==> src/rtl/stack_xfer_seq_pkg.sv <==
// Shared bus select codes, slot/state enums and the postbyte-to-slot expansion
// used by the 6809 stack transfer sequencer.
package stack_xfer_seq_pkg;

    localparam logic [3:0] AB_NONE = 4'd0;
    localparam logic [3:0] AB_PC   = 4'd1;
    localparam logic [3:0] AB_SP   = 4'd2;
    localparam logic [3:0] AB_US   = 4'd3;
    localparam logic [3:0] AB_X    = 4'd4;
    localparam logic [3:0] AB_Y    = 4'd5;
    localparam logic [3:0] AB_AR   = 4'd6;

    localparam logic [4:0] DB_NONE = 5'd0;
    localparam logic [4:0] DB_CC   = 5'd1;
    localparam logic [4:0] DB_A    = 5'd2;
    localparam logic [4:0] DB_B    = 5'd3;
    localparam logic [4:0] DB_DP   = 5'd4;
    localparam logic [4:0] DB_XH   = 5'd5;
    localparam logic [4:0] DB_XL   = 5'd6;
    localparam logic [4:0] DB_YH   = 5'd7;
    localparam logic [4:0] DB_YL   = 5'd8;
    localparam logic [4:0] DB_USH  = 5'd9;
    localparam logic [4:0] DB_USL  = 5'd10;
    localparam logic [4:0] DB_SPH  = 5'd11;
    localparam logic [4:0] DB_SPL  = 5'd12;
    localparam logic [4:0] DB_ARH  = 5'd13;
    localparam logic [4:0] DB_ARL  = 5'd14;
    localparam logic [4:0] DB_MEM  = 5'd15;

    localparam int NUM_SLOTS = 11;

    // Slots are numbered in pull order (lowest stack address first).
    typedef enum logic [3:0] {
        SL_CC, SL_A, SL_B, SL_XH, SL_XL, SL_YH, SL_YL,
        SL_OTHH, SL_OTHL, SL_PCH, SL_PCL
    } slot_e;

    typedef enum logic [2:0] {
        ST_IDLE, ST_PRE, ST_WRITE, ST_READ, ST_MOVEPC, ST_EMPTY
    } state_e;

    // DP (b3) has no data-bus path and never becomes a slot.
    function automatic logic [NUM_SLOTS-1:0] mask_to_slots(input logic [7:0] m);
        logic [NUM_SLOTS-1:0] s;
        s          = '0;
        s[SL_CC]   = m[0];
        s[SL_A]    = m[1];
        s[SL_B]    = m[2];
        s[SL_XH]   = m[4];
        s[SL_XL]   = m[4];
        s[SL_YH]   = m[5];
        s[SL_YL]   = m[5];
        s[SL_OTHH] = m[6];
        s[SL_OTHL] = m[6];
        s[SL_PCH]  = m[7];
        s[SL_PCL]  = m[7];
        return s;
    endfunction

endpackage

==> src/rtl/stack_xfer_seq_slot_pick.sv <==
// Priority encoder over the remaining slots: lowest slot first when pulling,
// highest first when pushing, plus the slot's data-bus code and a last flag.
module stack_slot_pick
    import stack_xfer_seq_pkg::*;
(
    input  logic [NUM_SLOTS-1:0] remaining,
    input  logic                 pull,
    input  logic                 use_u,
    output logic [3:0]           slot,
    output logic [4:0]           db_code,
    output logic                 last
);

    // NOTE: every combinational output gets a default before any branch, so no latch is inferred.
    always_comb begin
        slot = SL_CC;
        if (pull) begin
            for (int i = NUM_SLOTS - 1; i >= 0; i--) begin
                if (remaining[i]) slot = 4'(i);
            end
        end else begin
            for (int i = 0; i < NUM_SLOTS; i++) begin
                if (remaining[i]) slot = 4'(i);
            end
        end
    end

    always_comb begin
        db_code = DB_NONE;
        case (slot)
            SL_CC:   db_code = DB_CC;
            SL_A:    db_code = DB_A;
            SL_B:    db_code = DB_B;
            SL_XH:   db_code = DB_XH;
            SL_XL:   db_code = DB_XL;
            SL_YH:   db_code = DB_YH;
            SL_YL:   db_code = DB_YL;
            SL_OTHH: db_code = use_u ? DB_SPH : DB_USH;
            SL_OTHL: db_code = use_u ? DB_SPL : DB_USL;
            SL_PCH:  db_code = DB_ARH;
            SL_PCL:  db_code = DB_ARL;
            default: db_code = DB_NONE;
        endcase
    end

    assign last = ((remaining & ~(NUM_SLOTS'(1) << slot)) == '0);

endmodule

==> src/rtl/stack_xfer_seq.sv <==
// 6809 PSHS/PSHU/PULS/PULU sequencer: walks the postbyte register list one memory
// byte per cycle and drives Moore-decoded datapath select, strobe and inc/dec codes.
module stack_xfer_seq
    import stack_xfer_seq_pkg::*;
#(
    parameter int AB_SEL_W = 4,
    parameter int DB_SEL_W = 5,
    parameter int FAB_W    = 16,
    parameter int FDB_W    = 17
) (
    input  logic                clk,
    input  logic                reset,
    input  logic                start,
    input  logic                pull,
    input  logic                use_u,
    input  logic [7:0]          mask,
    output logic                busy,
    output logic                done,
    output logic                dp_skipped,
    output logic [AB_SEL_W-1:0] output_on_ab,
    output logic [DB_SEL_W-1:0] output_on_db,
    output logic [FAB_W-1:0]    fetch_from_ab,
    output logic [FDB_W-1:0]    fetch_from_db,
    output logic [AB_SEL_W-1:0] inc,
    output logic [AB_SEL_W-1:0] dec
);

    state_e               state_q, state_d;
    logic [NUM_SLOTS-1:0] rem_q, rem_d;
    logic                 pull_q, pull_d;
    logic                 use_u_q, use_u_d;
    logic                 pc_q, pc_d;
    logic                 dp_q, dp_d;

    logic [3:0]           slot;
    logic [4:0]           slot_db;
    logic                 slot_last;
    logic [3:0]           stk;
    logic [NUM_SLOTS-1:0] start_slots;

    stack_slot_pick u_pick (
        .remaining (rem_q),
        .pull      (pull_q),
        .use_u     (use_u_q),
        .slot      (slot),
        .db_code   (slot_db),
        .last      (slot_last)
    );

    assign stk         = use_u_q ? AB_US : AB_SP;
    assign start_slots = mask_to_slots(mask);

    always_comb begin
        state_d       = state_q;
        rem_d         = rem_q;
        pull_d        = pull_q;
        use_u_d       = use_u_q;
        pc_d          = pc_q;
        dp_d          = dp_q;
        done          = 1'b0;
        output_on_ab  = '0;
        output_on_db  = '0;
        fetch_from_ab = '0;
        fetch_from_db = '0;
        inc           = '0;
        dec           = '0;

        case (state_q)
            ST_IDLE: begin
                if (start) begin
                    pull_d  = pull;
                    use_u_d = use_u;
                    pc_d    = mask[7];
                    dp_d    = mask[3];
                    rem_d   = start_slots;
                    if (start_slots == '0) state_d = ST_EMPTY;
                    else if (pull)         state_d = ST_READ;
                    else                   state_d = ST_PRE;
                end
            end
            // PC is staged into AR here so the WRITE cycles can source its bytes from AR.
            ST_PRE: begin
                dec = stk;
                if (pc_q) begin
                    output_on_ab         = AB_PC;
                    fetch_from_ab[AB_AR] = 1'b1;
                end
                state_d = ST_WRITE;
            end
            ST_WRITE: begin
                output_on_ab          = stk;
                output_on_db          = slot_db;
                fetch_from_db[DB_MEM] = 1'b1;
                rem_d                 = rem_q & ~(NUM_SLOTS'(1) << slot);
                if (slot_last) begin
                    done    = 1'b1;
                    state_d = ST_IDLE;
                end else begin
                    dec = stk;
                end
            end
            ST_READ: begin
                output_on_ab           = stk;
                output_on_db           = DB_MEM;
                fetch_from_db[slot_db] = 1'b1;
                inc                    = stk;
                rem_d                  = rem_q & ~(NUM_SLOTS'(1) << slot);
                if (slot_last) begin
                    done    = !pc_q;
                    state_d = pc_q ? ST_MOVEPC : ST_IDLE;
                end
            end
            ST_MOVEPC: begin
                output_on_ab         = AB_AR;
                fetch_from_ab[AB_PC] = 1'b1;
                done                 = 1'b1;
                state_d              = ST_IDLE;
            end
            ST_EMPTY: begin
                done    = 1'b1;
                state_d = ST_IDLE;
            end
            default: state_d = ST_IDLE;
        endcase
    end

    // NOTE: state registers use non-blocking assignments so every flop samples pre-edge values.
    always_ff @(posedge clk or posedge reset) begin
        if (reset) begin
            state_q <= ST_IDLE;
            rem_q   <= '0;
            pull_q  <= 1'b0;
            use_u_q <= 1'b0;
            pc_q    <= 1'b0;
            dp_q    <= 1'b0;
        end else begin
            state_q <= state_d;
            rem_q   <= rem_d;
            pull_q  <= pull_d;
            use_u_q <= use_u_d;
            pc_q    <= pc_d;
            dp_q    <= dp_d;
        end
    end

    assign busy       = (state_q != ST_IDLE);
    assign dp_skipped = dp_q;

endmodule
==> config.mk <==
export PLATFORM = sky130hd
export DESIGN_NAME = stack_xfer_seq
export DESIGN_NICKNAME = d
export VERILOG_FILES = /design/src/rtl/stack_xfer_seq_pkg.sv /design/src/rtl/stack_xfer_seq_slot_pick.sv /design/src/rtl/stack_xfer_seq.sv
export SDC_FILE = /design/constraint.sdc
export NUM_CORES = 1
export LEC_CHECK = 0
export CAP_MARGIN = 20
export CORE_AREA = 3 3 70 72
export CTS_BUF_LIST = sky130_fd_sc_hd__clkbuf_16
export DETAILED_ROUTE_END_ITERATION = 10
export DIE_AREA = 0 0 73 75
export PLACE_DENSITY = 0.71
export SLEW_MARGIN = 20
export SYNTH_ARGS = -nofsm -noshare
export SYNTH_HDL_FRONTEND = slang
export SYNTH_SLANG_ARGS = --single-unit
==> constraint.sdc <==
create_clock -name clk -period 6.37 [get_ports clk]
set_clock_uncertainty 0.2 [all_clocks]
set_input_delay 1.274 -clock clk [delete_from_list [all_inputs] [get_ports clk]]
set_output_delay 1.274 -clock clk [all_outputs]
set_load 0.02 [all_outputs]
==> metrics <==
Detailed Route Iter0 Violations roughly 160; critical-path maximum fanout 12; Seq. cell area around 450 sq um; Pwr Density 650 nW/um^2; antenna cells 0; Req. time, crit path 4.90 ns; Via Count roughly 1800; initial antenna violation count 0; 1st-pass router iterations 4; mapped cell area about 1700 sq um; postcts setup bufs 0; Die Y 75 um; Max Root-Sink Buffers 2; Tmin final 5.29 ns; Lkg Pwr 0.898 nW; die width 73 um; first-pass GRT wire length between 7000 and 8000 um; Port Buffers 42; Routed wire per std cell 15.6 um; gr ovfl total 0; CP delay by family, top simple AND/OR/NAND/NOR gates; hold buffers post-CTS 0; Remaining DRCs 0; number of synthesized flops with an enable pin 0; row count 24; crit-path cells or2_1, a211oi_1, o211a_1, nand3_1, nor3_1, o22ai_1, or4_1, nand2_1, clkdlybuf4s50_1; CP Data Arrival Time 3.82 ns; RSZ-0062 raised after global routing no; Final nets 278; max frequency 0.189 GHz; vias in the first global route 1524; #FFs+latches synth 18; Placeable Area 4350 sq um; CTS H-tree depth 1; Cell Count, Final, Fillers Out 316; YS warnings 0; post-synthesis sequential area ratio a little over a quarter; Fillers 418; GP Congestion 0.996; most frequent cells in the layout clkdlybuf4s50_1 (42), nand2_1 (30), nor2_1 (27); syn avg cell area 7.36 sq um; largest net degree at the start of global routing 19; CTS Buf Count 3; dpl hpwl 3740 um; clock root cell clkbuf_16; clock sink count 18; die area roughly 5500 sq um; Worst path slowest cell clkdlybuf4s50_1; Async S/R FF share, synth 100%; dpl cells roughly 310; I/O pin cnt 66; crit path launch type flip-flop; status completed; crit end category output pin; Mapped Cells roughly 230; crit share post-route 83.0%; Routed WL 4920 um; Routed Antenna Nets 0; GRT Total Usage 17.5%; Slew HR 39.5%; worst-margin pin slew between 0.9 and 1 ns; Synth Flop Type dfrtp_1; Clock Latency Late Sink 0.25 ns; Hold Crit Class reg -> reg; kind of critical path reg -> out; Final Setup Violations 0; CP bufs+invs 1; fraction of layout cells with a size suffix above 1 5.30%; area occupied by multi-input gates 1040 sq um; PostCTS Resize Cnt 0; max-slew violations 0; max incr delay on CP 0.60 ns; total of max-cap violations 0; most common cell after layout, fill and taps aside clkdlybuf4s50_1; initial core utilization 39.0%; CTS tree yes; Max VDD drop 0.411 mV; area delta synth->final 23.6%; final hold viol count 0; post-synth cell types 50; setup TNS 0 ns; Clock Pin Slew Worst Setup and Hold Paths 0.05 ns; vias per cell 5.55
==> synth_stat cells, types with 2 or more instances <==
| master | number | area [sq um] |
|---|---|---|
| a211oi_1 | 3 | 22.5 |
| a21o_1 | 2 | 15.0 |
| nand4_1 | 2 | 12.5 |
| nor3b_1 | 2 | 15.0 |
| buf_6 | 3 | 33.8 |
| nor2b_1 | 3 | 18.8 |
| a31oi_1 | 3 | 18.8 |
| nor2_1 | 27 | 101 |
| nor3_1 | 12 | 60.1 |
| or2_2 | 3 | 18.8 |
| o21ai_0 | 17 | 85.1 |
| buf_4 | 24 | 180 |
| nor4_1 | 4 | 25.0 |
| a21oi_1 | 13 | 65.1 |
| inv_1 | 11 | 41.3 |
| or3_1 | 2 | 12.5 |
| buf_2 | 2 | 10.0 |
| nand2_1 | 30 | 113 |
| nand3_1 | 4 | 20.0 |
| clkbuf_1 | 6 | 22.5 |
| dfrtp_1 | 18 | 450 |
| o22ai_1 | 5 | 31.3 |
| a22o_1 | 6 | 52.6 |
| o31ai_1 | 2 | 15.0 |
| nand2b_1 | 2 | 12.5 |
==> cell families after synthesis <==
group | count (synthesis) | share of synthesized area [%]
AOI/OAI and AO/OA | 65 | 26.3
xor gates and xnor gates | 1 | 0.516
buffers and inverters | 46 | 16.9
DFF | 18 | 26.5
muxes | 2 | 1.25
other | 1 | 0.221
and+or+nand+nor | 98 | 28.3
==> final cells by class <==
class                      count  area share [%]
sequential                    18            21.5
clock buffer                   3            3.58
clock inverter                 1           0.179
timing repair buffer          42            20.0
multi-input combinational    189            49.7
inverter                      11            1.97
tap                           52            3.10
==> worst paths after layout <==
check | endpoint | start | cells after the start | slack [ns]
worst max-delay path | done | rem_q[3]$_DFFE_PP0P_ | 9 | 1.08
worst min-delay path | dp_skipped$_DFFE_PP0P_ | dp_skipped$_DFFE_PP0P_ | 1 | 0.31
worst max register to register | state_q[0]$_DFFE_PP0P_ | rem_q[3]$_DFFE_PP0P_ | 8 | 3.20
worst min register to register | dp_skipped$_DFFE_PP0P_ | dp_skipped$_DFFE_PP0P_ | 1 | 0.31
max in group asynchronous | rem_q[10]$_DFFE_PP0P_ | reset | 2 | 4.31
min in group asynchronous | dp_skipped$_DFFE_PP0P_ | reset | 2 | 1.23
==> worst reg2reg max path, delay by kind of cell, from the launching register on <==
kind	cells	cell delay (ns)
DFF	1	0.47
and+or+nand+nor	4	1.27
AOI/OAI and AO/OA	4	1.09
==> registers in the layout (all words and copies together), names as in the netlist <==
| register | count |
|---|---|
| rem_q | 11 |
| state_q | 3 |
| dp_skipped | 1 |
| pc_q | 1 |
| pull_q | 1 |
| use_u_q | 1 |
==> report_power, final <==
group / switching (mW) / internal (mW) / leakage, nW / total, mW
sequential: 0.0835 / 0.155 / 0.232 / 0.238
clock: 0.0408 / 0.0834 / 0.0385 / 0.124
combinational: 0.611 / 0.392 / 0.628 / 1.00
total: 0.736 / 0.630 / 0.898 / 1.37
==> per-stage QoR <==
step / utilization [%] / worst slack (ns) / power, mW / cell area (sq um) / hold WS [ns]
detailed placement: 46.4 / 1.46 / 1.22 / 2020 / 0.303
CTS: 48.2 / 1.17 / 1.35 / 2100 / 0.314
global route: 48.2 / 0.896 / 1.46 / 2100 / 0.331
floorplan: - / 2.18 / 0.946 / 1780 / 0.330
global placement: 46.4 / 1.50 / 1.23 / 2020 / 0.292
finish: 48.2 / 1.08 / 1.37 / 2100 / 0.312
==> metal layers <==
| metal | track usage [%] | vias up | routed length (um) |
|---|---|---|---|
| met5 | 0 | - | 0 |
| met4 | 3.07 | 0 | 35 |
| met3 | 3.74 | 4 | 334 |
| met2 | 27.0 | 77 | 2290 |
| met1 | 25.5 | 824 | 2270 |
| li1 | - | 849 | - |
(Power assumes the default switching activity.)
